**src/rtl/instruction_loader.sv**
```systemverilog
`default_nettype none
// +----------------------------------------------------------------------------+
// | Module      : instruction_loader                                           |
// | Description : Byte-stream program loader for an instruction memory, with   |
// |               run / single-step / done control of the pipeline enable.     |
// | Revision    : 1.0 - initial release                                        |
// +----------------------------------------------------------------------------+
// INSTRUCTION_BITS must be a multiple of 8; words are assembled MSB-first.
module instruction_loader #(
  parameter int                          PC_BITS          = 32,
  parameter int                          INSTRUCTION_BITS = 32,
  parameter int                          INST_ADDRS_BITS  = 8,
  parameter logic [INSTRUCTION_BITS-1:0] HALT_WORD        = '1
) (
  input  logic                        clk,
  input  logic                        rst,
  input  logic [7:0]                  i_rx_data,
  input  logic                        i_rx_valid,
  input  logic                        i_halt,
  output logic                        o_enable,
  output logic                        o_write_inst_mem,
  output logic [PC_BITS-1:0]          o_inst_mem_addr,
  output logic [INSTRUCTION_BITS-1:0] o_inst_mem_data,
  output logic                        o_done,
  output logic                        o_load_full
);

  localparam int                         BYTES    = INSTRUCTION_BITS / 8;
  localparam int                         CNT_W    = $clog2(BYTES + 1);
  localparam logic [CNT_W-1:0]           LAST_CNT = CNT_W'(BYTES - 1);
  localparam logic [INST_ADDRS_BITS-1:0] ADDR_MAX = '1;

  localparam logic [7:0] CMD_LOAD  = 8'h4C;  // 'L'
  localparam logic [7:0] CMD_CONT  = 8'h43;  // 'C'
  localparam logic [7:0] CMD_STEP  = 8'h53;  // 'S'
  localparam logic [7:0] CMD_RESET = 8'h52;  // 'R'

  typedef enum logic [2:0] {
    S_IDLE  = 3'd0,
    S_LOAD  = 3'd1,
    S_WRITE = 3'd2,
    S_READY = 3'd3,
    S_RUN   = 3'd4,
    S_STEP  = 3'd5,
    S_DONE  = 3'd6
  } state_t;

  state_t                        state_q, state_d;
  logic [INST_ADDRS_BITS-1:0]    addr_q, addr_d;
  logic [CNT_W-1:0]              cnt_q, cnt_d;
  logic [INSTRUCTION_BITS-1:0]   word_q, word_d;
  logic                          full_q, full_d;

  logic [INSTRUCTION_BITS-1:0]   w_word_shift;
  logic                          w_is_halt_word;
  logic                          w_at_max;

  // Word register with the incoming byte appended as the new LSB.
  always_comb begin
    w_word_shift   = (word_q << 8) | INSTRUCTION_BITS'(i_rx_data);
    w_is_halt_word = (word_q == HALT_WORD);
    w_at_max       = (addr_q == ADDR_MAX);
  end

  // Next-state and datapath update for the load / run control FSM.
  always_comb begin
    state_d = state_q;
    addr_d  = addr_q;
    cnt_d   = cnt_q;
    word_d  = word_q;
    full_d  = full_q;

    case (state_q)
      S_IDLE: begin
        if (i_rx_valid && (i_rx_data == CMD_LOAD)) begin
          addr_d  = '0;
          cnt_d   = '0;
          full_d  = 1'b0;
          state_d = S_LOAD;
        end
      end

      S_LOAD: begin
        if (i_rx_valid) begin
          word_d = w_word_shift;
          if (cnt_q == LAST_CNT) begin
            cnt_d   = '0;
            state_d = S_WRITE;
          end else begin
            cnt_d = cnt_q + CNT_W'(1);
          end
        end
      end

      S_WRITE: begin
        cnt_d = '0;
        if (w_is_halt_word || w_at_max) begin
          // The last location is never followed by an increment, so the
          // address cannot wrap back to zero.
          state_d = S_READY;
          if (!w_at_max) begin
            addr_d = addr_q + INST_ADDRS_BITS'(1);
          end
          if (w_at_max && !w_is_halt_word) begin
            full_d = 1'b1;
          end
        end else begin
          addr_d  = addr_q + INST_ADDRS_BITS'(1);
          state_d = S_LOAD;
          // A byte landing during the write is the first byte of the next word.
          if (i_rx_valid) begin
            word_d = w_word_shift;
            if (LAST_CNT == '0) begin
              state_d = S_WRITE;
            end else begin
              cnt_d = CNT_W'(1);
            end
          end
        end
      end

      S_READY: begin
        if (i_rx_valid) begin
          if (i_rx_data == CMD_CONT) begin
            state_d = S_RUN;
          end else if (i_rx_data == CMD_STEP) begin
            state_d = S_STEP;
          end else if (i_rx_data == CMD_LOAD) begin
            addr_d  = '0;
            cnt_d   = '0;
            full_d  = 1'b0;
            state_d = S_LOAD;
          end
        end
      end

      S_RUN: begin
        if (i_halt) begin
          state_d = S_DONE;
        end
      end

      S_STEP: begin
        state_d = i_halt ? S_DONE : S_READY;
      end

      S_DONE: begin
        if (i_rx_valid && (i_rx_data == CMD_RESET)) begin
          state_d = S_IDLE;
        end
      end

      default: begin
        state_d = S_IDLE;
      end
    endcase
  end

  // State and datapath registers; reset also discards any partial word.
  always_ff @(posedge clk) begin
    if (!rst) begin
      state_q <= S_IDLE;
      addr_q  <= '0;
      cnt_q   <= '0;
      word_q  <= '0;
      full_q  <= 1'b0;
    end else begin
      state_q <= state_d;
      addr_q  <= addr_d;
      cnt_q   <= cnt_d;
      word_q  <= word_d;
      full_q  <= full_d;
    end
  end

  // Outputs come only from registers or the state decode.
  always_comb begin
    o_enable         = (state_q == S_RUN) || (state_q == S_STEP);
    o_write_inst_mem = (state_q == S_WRITE);
    o_inst_mem_addr  = PC_BITS'(addr_q);
    o_inst_mem_data  = word_q;
    o_done           = (state_q == S_DONE);
    o_load_full      = full_q;
  end

endmodule
`default_nettype wire
```
**config.mk**
```make
export PLATFORM = sky130hd
export DESIGN_NAME = instruction_loader
export DESIGN_NICKNAME = d
export VERILOG_FILES = /design/src/rtl/instruction_loader.sv
export SDC_FILE = /design/constraint.sdc
export NUM_CORES = 1
export LEC_CHECK = 0
export ABC_CLOCK_PERIOD_IN_PS = 6100
export CORE_MARGIN = 5
export CORE_UTILIZATION = 50
export DETAILED_ROUTE_END_ITERATION = 16
export HOLD_SLACK_MARGIN = 0.08
export PLACE_DENSITY = 0.88
export SYNTH_ARGS = -nofsm -noshare
export SYNTH_HDL_FRONTEND = slang
export SYNTH_SLANG_ARGS = --single-unit
```
**constraint.sdc**
```tcl
create_clock -name clk -period 6.1 [get_ports clk]
set_input_delay 1.83 -clock clk [delete_from_list [all_inputs] [get_ports clk]]
set_output_delay 1.83 -clock clk [all_outputs]
set_load 0.05 [all_outputs]
```
==> results of run 1 <==
-- worst max-delay path, cell delays in order, from the launching register on --
cell             delay (ns)
dfxtp_1                0.57
or3b_1                 0.59
inv_1                  0.15
clkdlybuf4s50_1        0.81
-- routing by layer --
layer / wire (µm) / up-vias / track usage
met5: 0 / - / 0
met4: 136 / 0 / 0.0912
met3: 389 / 15 / 0.0404
met2: 2970 / 86 / 0.328
met1: 2550 / 1007 / 0.234
li1: - / 1057 / -
-- cells by family (layout without fill, tap and decap cells) --
kind of cell	count (synthesis)	after routing	share of synthesized area
and+or+nand+nor	101	101	0.219
AOI/OAI and AO/OA	51	51	0.144
DFF	47	47	0.381
buffers and inverters	45	73	0.115
muxes	32	32	0.130
adders and majority gates	2	2	0.0101
other	1	24	0.00152
-- state kept, by name, summed over array words and instances, names as in the netlist --
signal,count
o_inst_mem_data,32
addr_q,8
cnt_q,3
state_q,3
o_load_full,1
-- area by class of cell --
cell class / instances / share of cell area
clock buffer: 5 / 0.0224
sequential: 47 / 0.306
multi-input combinational: 210 / 0.436
inverter: 8 / 0.00976
clock inverter: 3 / 0.0150
tap: 67 / 0.0272
timing repair buffer: 57 / 0.184
-- metrics by stage --
stage	std cells	setup slack, ns
floorplan	302	2.79
detailed placement	389	2.20
finish	397	1.84
global route	397	1.71
global placement	389	2.22
CTS	397	1.85
-- placed cells by master, fill, tap and decap left out, drive strengths merged, types with 3 or more instances in the layout --
cell type,Yosys,layout
dfxtp,47,47
conb,1,24
nor2,6,6
clkbuf,7,5
o21ai,9,9
mux2i,32,32
o211ai,4,4
nand2,49,49
inv,8,9
nor2b,4,4
clkdlybuf4s50,0,55
nand2b,4,4
a21oi,14,14
o31ai,4,4
nand4,10,10
nand3,6,6
and3,4,4
a21o,3,3
nor3,4,4
nor4,4,4
-- power breakdown --
| group | switching (mW) | internal [mW] |
|---|---|---|
| Combinational | 0.0463 | 0.0107 |
| Sequential | 0.000193 | 0.307 |
| Clock | 0.112 | 0.123 |
-- worst paths after layout --
check | cells after the start | end | from
worst max-delay path | 3 | o_write_inst_mem | state_q[1]$_SDFFE_PN0P_
worst min-delay path | 2 | o_inst_mem_data[27]$_SDFFE_PN0P_ | o_inst_mem_data[27]$_SDFFE_PN0P_
worst max register to register | 7 | o_inst_mem_data[31]$_SDFFE_PN0P_ | addr_q[0]$_SDFFE_PN0P_
worst min register to register | 2 | o_inst_mem_data[27]$_SDFFE_PN0P_ | o_inst_mem_data[27]$_SDFFE_PN0P_
==> metrics.txt, run 1 <==
std cell rows 25; Post-Layout Inst Area between 3000 and 4000 µm²; FILL cells 414; Data required, critical path 4.27 ns; routed length per instance roughly 15 µm; largest area contributor in the netlist dfxtp_1; Core Region roughly 4800 µm²; main flop type after synthesis dfxtp_1; outcome completed; io pins 80; Syn. warnings 0; fin nets 343; clock slew at reported path FFs around 0.090 ns; Synth cell types between 40 and 50; Die Span X ~80 µm; Arrival @ worst endpoint between 2 and 2.5 ns; final hold slack between 0.4 and 0.5 ns; Die H around 80 µm; clock tree sinks 47; crit path time final between 4 and 5 ns; CP Launch Type flop; sequential element share of the synthesized area 0.381; WL final a little over 6 mm; global-route wire length before repair 9.83 mm; 1st-iter DRT viols roughly 150; setup TNS 0 ns; GRT Overall Usage 0.194; Mapped Area around 2500 µm²; FF/Latch Area around 940 µm²; layout cells sized above 1 0.0576; Skew-Pair Late Insertion Delay a little over 0.3 ns; CTS root buf clkbuf_8; Commonest cells post-synth nand2_1, dfxtp_1, mux2i_1; drt first pass iters 4; FMAX ~230 MHz; post-route ant nets 0; Antenna Cells 0; CTS tree done; R2R Setup Slk 3.53 ns; share of the synthesized area in the top cell type 0.381; Final GP Congestion between 0.8 and 0.9; placed cell area between 2000 and 3000 µm²; CTS Buffer Depth 2; Initial Util 0.520; max_cap viols 0; setup bufs post-CTS 0; Residual DRC 0; Slew Limit Headroom 0.309; Hold Path Class flop to flop; Worst VDD drop approximately 110 µV; Synth Instances approximately 280; Final Util 0.647; Yosys reg bits 47; die area between 6000 and 7000 µm²; count leader, synth nand2_1; average instance area after synthesis 8.86 µm²; number of global-route vias before repair 2100; RSZ-0062 raised after global routing no; LEAKAGE 1.29 nW; Final Power around 600 µW; # resized after CTS 0; post-detail-place hpwl between 4 and 5 mm; largest net degree at the start of global routing 33; period utilization 0.698; worst slew pin tran slightly above 1 ns; Post-CTS Hold Fix Bufs 0; worst clock skew ~0.0085 ns; area of the multi-input gates 1340 µm²; largest cells by area after synthesis dfxtp_1, mux2i_1, nand2_1; Worst Setup End Kind primary output; Post-synth ARST share 0; Num CTS Buffers 5; number of port buffers 55; Vias approximately 2200; Setup CP Type flop to primary output; Max FO, Critical Path 14; initial antenna violation count 0; final count of hold timing violations 0; area grow syn2layout 24.6%; Via density roughly 5.5; Post-synth EDFFs 0; total grt overflow 0; PD cells 195 nW/µm²; Max Slew Vio Count 0; final setup fails 0; CTS H-tree depth 2
Note: power is estimated with default switching activity, not from simulation.
==> run 2, diff against run 1 <==
- ABC_CLOCK_PERIOD_IN_PS: 6100 -> 4350
- CORE_UTILIZATION: 50 -> 46
- PLACE_DENSITY: 0.88 -> 0.82
- clock period: 6.1 -> 4.35 ns (I/O delays scaled with it)
==> run 2 against run 1 <==
Final cell count up 0.76%. Critical path type unchanged. Highest routed layer unchanged. Sequential cell count unchanged. Critical endpoint unchanged. Global-route usage shrank 3.5 points.
==> metrics.txt, run 2 (synthesized netlist as in run 1, its figures left out) <==
FMAX 268 MHz; CTS tree done; CTS H-tree depth 2; post-place setup slack 0.938 ns; clock slew at reported path FFs 0.09 ns; Max FO, Critical Path 14; Vias between 2000 and 2500; RSZ-0062 raised after global routing no; number of port buffers 55; std cell rows 26; largest net degree at the start of global routing 34; Num CTS Buffers 5; initial antenna violation count 0; global-route wire length before repair 9.28 mm; final count of hold timing violations 0; setup ws final 0.617 ns; DP Cell Count around 390; 1st-iter DRT viols ~150; Residual DRC 0; Die Span X around 83 µm; outcome completed; Arrival @ worst endpoint about 2.4 ns; most common cell after layout, fill and taps aside clkdlybuf4s50_1; layout cells sized above 1 0.0576; FILL cells around 460; drt first pass iters 5; Data required, critical path 3.04 ns; CTS Buffer Depth 2; Core Region slightly above 5000 µm²; period utilization 0.858; Worst Setup End Kind primary output; Antenna Cells 0; setup bufs post-CTS 0; Hold Path Class flop to flop; Post-Layout Inst Area 3090 µm²; cell at the slowest stage of the critical path clkdlybuf4s50_1; io pins 80; # resized after CTS 0; critical-path cell list or3b_1 -> inv_1 -> clkdlybuf4s50_1; total grt overflow 0; critical path's top delay family buffers and inverters; Setup CP Type flop to primary output; Final GP Congestion roughly 0.9; Max Slew Vio Count 0; Final Util 0.597; setup TNS 0 ns; worst slew pin tran 0.862 ns; WL final around 5.7 mm; Stages on worst setup path 3; placed cell area 2970 µm²; final hold slack about 0.48 ns; Via density between 5 and 6; die area 6940 µm²; Skew-Pair Late Insertion Delay 0.30 ns; hold path depth 2; Post-CTS Hold Fix Bufs 0; LEAKAGE between 1 and 1.5 nW; area grow syn2layout 25.0%; fin nets around 340; Initial Util 0.478; Crit path largest cell delay between 0.8 and 0.9 ns; Post-Layout Cell Count 400; number of global-route vias before repair 1964; worst clock skew around 0.0051 ns; CP Launch Type flop; most frequent cells in the layout clkdlybuf4s50_1, nand2_1, dfxtp_1; GRT Overall Usage 0.159; Worst VDD drop between 150 and 200 µV; CTS root buf clkbuf_8; Final Power approximately 850 µW; max reg flops 32; final setup fails 0; post-route ant nets 0; post-detail-place hpwl 4.35 mm; routed length per instance 14.3 µm; reg2reg path depth 7; PD cells between 200 and 300 nW/µm²; Die H 83.3 µm; clock tree sinks 47; Worst Path Buf+Inv 2; Slew Limit Headroom 0.418; max_cap viols 0; crit path time final 3.73 ns
run 2: cell count changes in the layout (fill, tap and decap cells not counted):
cell | previous run | this run
clkinvlp_4 | 1 | 0
clkbuf_8 | 5 | 6
run 2: routing by layer:
layer  GRT usage  vias up  wire, µm
met3      0.0366        6       524
met2       0.256      102      2620
li1            -     1053         -
met5           0        -         0
met1       0.212     1004      2520
met4      0.0475        0        67
run 2: worst reg2reg max path, delay by kind of cell (launching register included):
| kind | cells | cell delay [ns] |
|---|---|---|
| muxes | 1 | 0.27 |
| adders and majority gates | 1 | 0.24 |
| AOI/OAI and AO/OA | 2 | 0.40 |
| DFF | 1 | 0.42 |
| buffers and inverters | 1 | 0.48 |
| and+or+nand+nor | 2 | 0.65 |
run 2: final cells by class:
cell class | count | area (µm²) | area share
Inverter | 8 | 30.0 | 0.00972
Tap cell | 70 | 87.6 | 0.0284
Multi-Input combinational cell | 210 | 1340 | 0.435
Timing Repair Buffer | 57 | 566 | 0.183
Sequential cell | 47 | 941 | 0.305
Clock buffer | 6 | 82.6 | 0.0267
Clock inverter | 2 | 38.8 | 0.0126
run 2: path summary, 6_finish.rpt:
check                                    from                               end  slack, ns
min reg2reg  o_inst_mem_data[27]$_SDFFE_PN0P_  o_inst_mem_data[27]$_SDFFE_PN0P_       0.48
min          o_inst_mem_data[27]$_SDFFE_PN0P_  o_inst_mem_data[27]$_SDFFE_PN0P_       0.48
max reg2reg            addr_q[0]$_SDFFE_PN0P_  o_inst_mem_data[23]$_SDFFE_PN0P_       1.81
max                   state_q[1]$_SDFFE_PN0P_                  o_write_inst_mem       0.62
run 2: report_power, final:
group | leakage, nW | switching [mW] | internal (mW) | total [mW]
Sequential | 0.378 | 0.000279 | 0.430 | 0.430
Clock | 0.0618 | 0.154 | 0.189 | 0.343
Combinational | 0.858 | 0.0652 | 0.0149 | 0.0801
==> run 3, diff against run 2 <==
- CAP_MARGIN: not set -> 40
- RECOVER_POWER: not set -> 25
- SLEW_MARGIN: not set -> 0
==> run 3 against run 2 <==
The run now ends with max-capacitance violations, max-slew violations left. Worst hold slack worse by 0.0029 ns. Final cell count unchanged. Die area is the same. Critical endpoint is now o_inst_mem_data[23]$_SDFFE_PN0P_. Highest routed layer unchanged.
==> metrics.txt, run 3 (synthesized netlist as in run 1, its figures left out) <==
Worst VDD drop around 190 µV; Initial Util 0.478; number of global-route vias before repair 1964; 1st-iter DRT viols ~120; final setup fails 0; Die Span X 83.3 µm; setup ws final 0.571 ns; critical-path cell list ha_1 -> nand3_1 -> nor3_2 -> a21oi_1 -> o2111ai_4 -> clkbuf_1 -> mux2i_1; crit path time final around 3.8 ns; WL final 5.71 mm; RSZ-0062 raised after global routing no; clock slew at reported path FFs around 0.09 ns; Slew Limit Headroom -0.477; # resized after CTS 0; std cell rows 26; Via density 5.37; setup bufs post-CTS 0; Residual DRC 0; Setup CP Type flop to flop; final count of hold timing violations 0; cell at the slowest stage of the critical path clkbuf_1; CTS Buffer Depth 2; CTS tree done; Arrival @ worst endpoint just under 4 ns; Reg power frac 0.506; setup TNS 0 ns; drt first pass iters 4; Die H 83.3 µm; post-place setup slack around 0.94 ns; LEAKAGE between 1 and 1.5 nW; R2R Setup Slk between 0.5 and 0.6 ns; Data required, critical path approximately 4.5 ns; initial antenna violation count 0; failing checks max-capacitance violations, max-slew violations; Max FO, Critical Path 32; FMAX 265 MHz; period utilization 0.869; Skew-Pair Late Insertion Delay approximately 0.3 ns; global-route wire length before repair between 9 and 10 mm; Num CTS Buffers 5; Final GP Congestion between 0.8 and 0.9; Hold Path Class flop to flop; fin nets around 340; max reg flops 32; worst slew pin tran roughly 2.2 ns; reg2reg path depth 7; Net Sw Frac 0.255; largest net degree at the start of global routing 34; Clock Power Share 0.401; routed length per instance between 10 and 15 µm; Vias 2149; io pins 80; most common cell after layout, fill and taps aside clkdlybuf4s50_1; most frequent cells in the layout clkdlybuf4s50_1, nand2_1, dfxtp_1; PD cells between 200 and 300 nW/µm²; FILL cells 463; Internal ~630 µW; NetSw between 200 and 250 µW; post-detail-place hpwl 4.35 mm; max_cap viols 1; hold path depth 2; total grt overflow 0; Worst Setup End Kind flop; number of port buffers 55; Crit path largest cell delay roughly 1.6 ns; Max Slew Vio Count 33; clock tree sinks 47; Core Region about 5200 µm²; area grow syn2layout 24.2%; GRT Overall Usage 0.159; die area a little under 7000 µm²; worst clock skew 0.00318 ns; Post-CTS Hold Fix Bufs 0; CTS root buf clkbuf_8; layout cells sized above 1 0.0515; post-route ant nets 0; CTS H-tree depth 2; Antenna Cells 0; outcome finished, violations left; Gate power share 0.093; CP Launch Type flop
-- run 3: cell types whose count changed in the layout (fill, tap and decap cells not counted) --
cell,previous run,this run
nor4b_4,1,0
nor4b_1,0,1
buf_4,2,1
clkbuf_1,0,1
-- run 3: final timing paths --
path | from | end
min reg2reg | o_inst_mem_data[27]$_SDFFE_PN0P_ | o_inst_mem_data[27]$_SDFFE_PN0P_
min | o_inst_mem_data[27]$_SDFFE_PN0P_ | o_inst_mem_data[27]$_SDFFE_PN0P_
max reg2reg | addr_q[0]$_SDFFE_PN0P_ | o_inst_mem_data[23]$_SDFFE_PN0P_
max | addr_q[0]$_SDFFE_PN0P_ | o_inst_mem_data[23]$_SDFFE_PN0P_
-- run 3: through the flow --
stage | instance area (µm²) | cells | utilization | power [mW] | hold WS (ns)
4_1_cts | 3090 | 400 | 0.597 | 0.859 | 0.486
5_1_grt | 3070 | 400 | 0.593 | 0.883 | 0.512
2_1_floorplan | 2560 | 302 | - | 0.518 | 0.453
3_3_place_gp | 2970 | 392 | 0.574 | 0.519 | 0.463
3_5_place_dp | 2970 | 392 | 0.574 | 0.520 | 0.470
6_report | 3070 | 400 | 0.593 | 0.850 | 0.481
-- run 3: critical path, delay by kind of cell, from the launching register on --
family / cells / cell delay (ns)
and+or+nand+nor: 2 / 0.64
AOI/OAI and AO/OA: 2 / 0.40
buffers and inverters: 1 / 1.60
muxes: 1 / 0.24
adders and majority gates: 1 / 0.24
DFF: 1 / 0.42
-- run 3: per-layer routing --
metal,wire length (µm),GRT usage
met1,2570,0.212
met2,2610,0.256
met3,470,0.0366
met4,67,0.0475
met5,0,0
-- run 3: power groups by stage --
stage          Sequential, mW  Clock, mW  Combinational [mW]
3_3_place_gp            0.440          0              0.0789
5_1_grt                 0.430      0.369              0.0827
3_5_place_dp            0.440          0              0.0791
2_1_floorplan           0.441          0              0.0771
4_1_cts                 0.430      0.349              0.0792
6_report                0.430      0.341              0.0789
-- run 3: area by class of cell --
cell class	instances	area, µm²	area share
Multi-Input combinational cell	210	1330	0.433
Sequential cell	47	941	0.307
Timing Repair Buffer	57	562	0.183
Tap cell	70	87.6	0.0285
Clock buffer	6	82.6	0.0269
Clock inverter	2	38.8	0.0126
Inverter	8	30.0	0.00978
